[src/rtl/multicycle_control.sv]
// Multi-cycle instruction sequencer: fetch, decode, execute, writeback.
// Drives instruction-memory handshake, datapath controls and a retired counter.
module multicycle_control #(
  parameter int COUNT_W = 32
) (
  input  logic               clk_i,
  input  logic               rst_i,
  input  logic               start_i,
  input  logic               stop_i,
  input  logic [5:0]         Op_i,
  input  logic               imem_ack_i,
  output logic               imem_req_o,
  output logic               IRWrite_o,
  output logic               PCWrite_o,
  output logic               RegDst_o,
  output logic               ALUSrc_o,
  output logic [1:0]         ALUOp_o,
  output logic               RegWrite_o,
  output logic               illegal_o,
  output logic [2:0]         state_o,
  output logic [COUNT_W-1:0] retired_o
);

  typedef enum logic [2:0] {
    IDLE   = 3'd0,
    FETCH  = 3'd1,
    DECODE = 3'd2,
    EXEC   = 3'd3,
    WB     = 3'd4,
    HALT   = 3'd5
  } state_t;

  localparam logic [5:0] OP_RTYPE = 6'b000000;
  localparam logic [5:0] OP_ADDI  = 6'b001000;

  state_t       state;
  state_t       state_next;
  logic [5:0]   op_q;
  logic         op_legal;

  assign op_legal = (Op_i == OP_RTYPE) || (Op_i == OP_ADDI);

  always_ff @(posedge clk_i) begin
    if (!rst_i) begin
      state     <= IDLE;
      op_q      <= 6'd0;
      retired_o <= '0;
      illegal_o <= 1'b0;
    end else begin
      state <= state_next;
      if (state == DECODE) begin
        op_q <= Op_i;
        if (!op_legal) illegal_o <= 1'b1;
      end
      if (state == WB) retired_o <= retired_o + COUNT_W'(1);
    end
  end

  // Strobes are combinational from state; datapath controls only in EXEC/WB.
  always_comb begin
    state_next = IDLE;
    imem_req_o = 1'b0;
    IRWrite_o  = 1'b0;
    PCWrite_o  = 1'b0;
    RegDst_o   = 1'b0;
    ALUSrc_o   = 1'b0;
    ALUOp_o    = 2'b00;
    RegWrite_o = 1'b0;
    case (state)
      IDLE:   state_next = start_i ? FETCH : IDLE;
      FETCH: begin
        imem_req_o = 1'b1;
        IRWrite_o  = imem_ack_i;
        PCWrite_o  = imem_ack_i;
        state_next = imem_ack_i ? DECODE : FETCH;
      end
      DECODE: state_next = op_legal ? EXEC : HALT;
      EXEC, WB: begin
        if (op_q == OP_RTYPE) begin
          RegDst_o = 1'b1;
          ALUOp_o  = 2'b11;
        end else begin
          ALUSrc_o = 1'b1;
        end
        if (state == WB) begin
          RegWrite_o = 1'b1;
          state_next = stop_i ? IDLE : FETCH;
        end else begin
          state_next = WB;
        end
      end
      HALT:    state_next = HALT;
      default: state_next = IDLE;
    endcase
  end

  assign state_o = state;

endmodule

[config.mk]
export PLATFORM = sky130hd
export DESIGN_NAME = multicycle_control
export DESIGN_NICKNAME = d
export VERILOG_FILES = /design/src/rtl/multicycle_control.sv
export SDC_FILE = /design/constraint.sdc
export NUM_CORES = 1
export LEC_CHECK = 0
export ABC_AREA = 1
export BUFFER_PORTS_ARGS = -buffer_cell sky130_fd_sc_hd__buf_2
export CORE_MARGIN = 2
export CORE_UTILIZATION = 25
export DETAILED_ROUTE_END_ITERATION = 6
export GPL_TIMING_DRIVEN = 0
export REMOVE_ABC_BUFFERS = 1
export SLEW_MARGIN = 25
export SYNTH_ARGS = -nofsm -noshare
export SYNTH_HDL_FRONTEND = slang
export SYNTH_SLANG_ARGS = --single-unit
[constraint.sdc]
create_clock -name clk_i -period 1.85 [get_ports clk_i]
set_input_delay 0.0925 -clock clk_i [delete_from_list [all_inputs] [get_ports clk_i]]
set_output_delay 0.0925 -clock clk_i [all_outputs]
set_load 0.01 [all_outputs]
==> results.json <==
{
  "fmax_achieved_ghz": 0.595,
  "cellPowerDensity_mw_per_mm2": 597,
  "final_layout_size_suffix_gt1_share_pct": 20.8,
  "cts_sinks": 42,
  "antenna_found_initial": 0,
  "drtAntennaViolNets": 0,
  "final_design_area_excluding_fillers_mm2": 0.00269,
  "reg2reg_depth": 8,
  "h-tree-depth": 2,
  "via_per_inst": 4.48,
  "critical_path_peak_fanout": 5,
  "fin_worst_skew_ns": 0.00657,
  "critical_path_buf_inv_count": 3,
  "maxSlewViolCount": 0,
  "setup_viol": 0,
  "postCtsSetupRepairBufs": 0,
  "worst_hold_path.num_cells": 3,
  "die_area_mm2": 0.00981,
  "critical_path_class": "register to output pin",
  "drt-initial-drc-count": 74,
  "register_area_share_after_synthesis_pct": 37.2,
  "initial_utilization_pct": 25.8,
  "grt_usage_pct": 12.3,
  "antenna_cells": 0,
  "route.final.wire_length_um": 5770,
  "fp.dieH_um": 99.1,
  "syn_area_mm2": 0.00226,
  "grt_first_pass_wirelength_um": 9800,
  "synth.cells.most_frequent": "nor2_1 (80), nand2_1 (70), dfxtp_1 (42)",
  "synth-edff-count": 0,
  "share_of_the_cycle_needed_by_the_critical_path_after_routing_pct": 90.9,
  "postLayoutCoreUtil_pct": 30.7,
  "tritoncts.num_buffers": 5,
  "io_buffers": 54,
  "tightest_slew_ns": 0.549,
  "grt_max_degree": 29,
  "syn_inst": 347,
  "rows": 34,
  "slew_headroom_pct": 63.4,
  "gr-total-overflow": 0,
  "synthesis.yosys.warnings": 0,
  "maximum_vdd_ir_drop_mv": 0.290,
  "critPathCaptureType": "output pin",
  "crit_arrival_ns": 1.59,
  "routed_wire_length_per_instance_um": 11.4,
  "grt_pass1_vias": 2130,
  "hold_violations": 0,
  "clock_insertion_delay_worst_skew_ns": 0.29,
  "rsz0062_at_grt": "no",
  "detailedRoute.firstPassIterationCount": 4,
  "layout-area-overhead-vs-synth_pct": 19.0,
  "postPlaceCellArea_mm2": 0.00261,
  "fin_tns_setup_ns": 0,
  "synth_top_area_share_pct": 37.2,
  "cts_root_buf": "clkbuf_8",
  "post_cts.resized_instances": 0,
  "floorplan.io_pins": 55,
  "mean_cell_area_of_the_mapped_netlist_um2": 6.51,
  "drc_errors": 0,
  "detailedPlacementHpwl_um": 4430,
  "yosys_register_bits": 42,
  "timing.critical_path.from_type": "register",
  "fin_crit_ns": 1.68,
  "cts.path.max_buffers": 2,
  "place_congestion": 0.821,
  "postCtsHoldBufs": 0,
  "route.vias.total": 2275,
  "synth-main-ff-cell": "dfxtp_1",
  "crit_path_max_incr_delay_ns": 0.42,
  "synth.lib_cells_used.distinct": 31,
  "layoutNonFillerInstCount": 508,
  "cpMaxStageDelayCell": "dfxtp_1",
  "tritoncts": "done",
  "cellLeakagePower_nw": 1.15,
  "place.detailed.instances": 501,
  "path_clk_slew_ns": 0.07,
  "chipWidth_um": 99.1,
  "min-delay-path-class": "input port to register",
  "status": "complete, no violations",
  "yosys.area.top_type": "dfxtp_1",
  "post_synth_main_area_contributors": "dfxtp_1 (37%), nor2_1 (13%), nand2_1 (12%), inv_1 (6.5%), nand3_1 (5.5%)",
  "path_cells": "inv_2 -> nor3_1 -> inv_1 -> a21oi_1 -> buf_2",
  "core_mm2": 0.00876,
  "cp.depth": 5,
  "drv.max_cap_violation_count": 0,
  "synth.most_common_cell": "nor2_1",
  "crit_required_ns": 1.76,
  "async_reset_ff_share_pct": 0,
  "critical_path.top_delay_family": "flip-flops",
  "design_power_total_w": 0.00161,
  "final_nets": 412
}
-- cell families after synthesis --
logic type               count (synthesis)  share of synthesized area, %
AO/OA/AOI/OAI                           38                          9.02
XOR/XNOR                                 3                          1.16
adder cells (fa/ha/maj)                  1                         0.554
buffers and inverters                   52                          9.58
flip-flops                              42                          37.2
AND/OR/NAND/NOR                        211                          42.5
-- path summary, 6_finish.rpt --
kind | slack [ns] | from | end
max | 0.17 | state_o[1] | ALUOp_o[0]
min | 0.06 | Op_i[3] | op_q[3]
max reg2reg | 0.21 | retired_o[1] | retired_o[16]
min reg2reg | 0.47 | illegal_o | illegal_o
-- through the flow --
| stage | setup slack [ns] | hold slack (ns) |
|---|---|---|
| after floorplan | 0.393 | 0.190 |
| after global placement | 0.255 | 0.348 |
| after detailed placement | 0.216 | 0.370 |
| after CTS | 0.169 | 0.0652 |
| after global routing | 0.0262 | 0.0816 |
| final | 0.168 | 0.0611 |
-- where the power goes --
part	switching (W)	internal (W)	leakage, nW	total [W]
combinational	0.0000732	0.0000411	0.776	0.000114
clock	0.000306	0.000260	0.0383	0.000566
sequential	0.0000120	0.000914	0.339	0.000926
-- worst min-delay path: cells and delay by family --
family | cells | cell delay, ns
AO/OA/AOI/OAI | 1 | 0.07
AND/OR/NAND/NOR | 1 | 0.08
buffers and inverters | 1 | 0.08
-- registers in the layout, indices dropped and copies added, names as in the netlist --
register	flops
illegal_o	1
retired_o	32
op_q	6
state_o	3
-- cell usage in the layout, fill, tap and decap left out, drive strengths merged --
master,netlist,routed
nor2,92,92
nand2,74,74
buf,6,54
inv,43,43
dfxtp,42,42
nand3,29,29
a21oi,17,17
o21ai,16,16
nand4,7,7
clkbuf,2,7
nor3,4,4
nor3b,2,2
xor2,2,2
a211oi,2,2
o21a,2,2
nor4,1,1
clkinv,1,1
o221ai,1,1
and2,1,1
xnor2,1,1
and3,1,1
ha,1,1
-- final cells by class --
cell class / count / area, µm²
Clock buffer: 7 / 76.3
Sequential cell: 42 / 841
Inverter: 44 / 165
Tap cell: 108 / 135
Fill cell: 980 / 6070
Timing Repair Buffer: 54 / 270
Multi-Input combinational cell: 253 / 1200
-- metal layers --
layer / track usage, % / vias up / share of wire [%]
met5: 0 / - / 0
met3: 2.84 / 3 / 6.8
met2: 19.9 / 70 / 43
met1: 16.5 / 1000 / 49
met4: 3.16 / 0 / 0.35
li1: - / 1202 / -
Note: power is estimated with default switching activity, not from simulation.
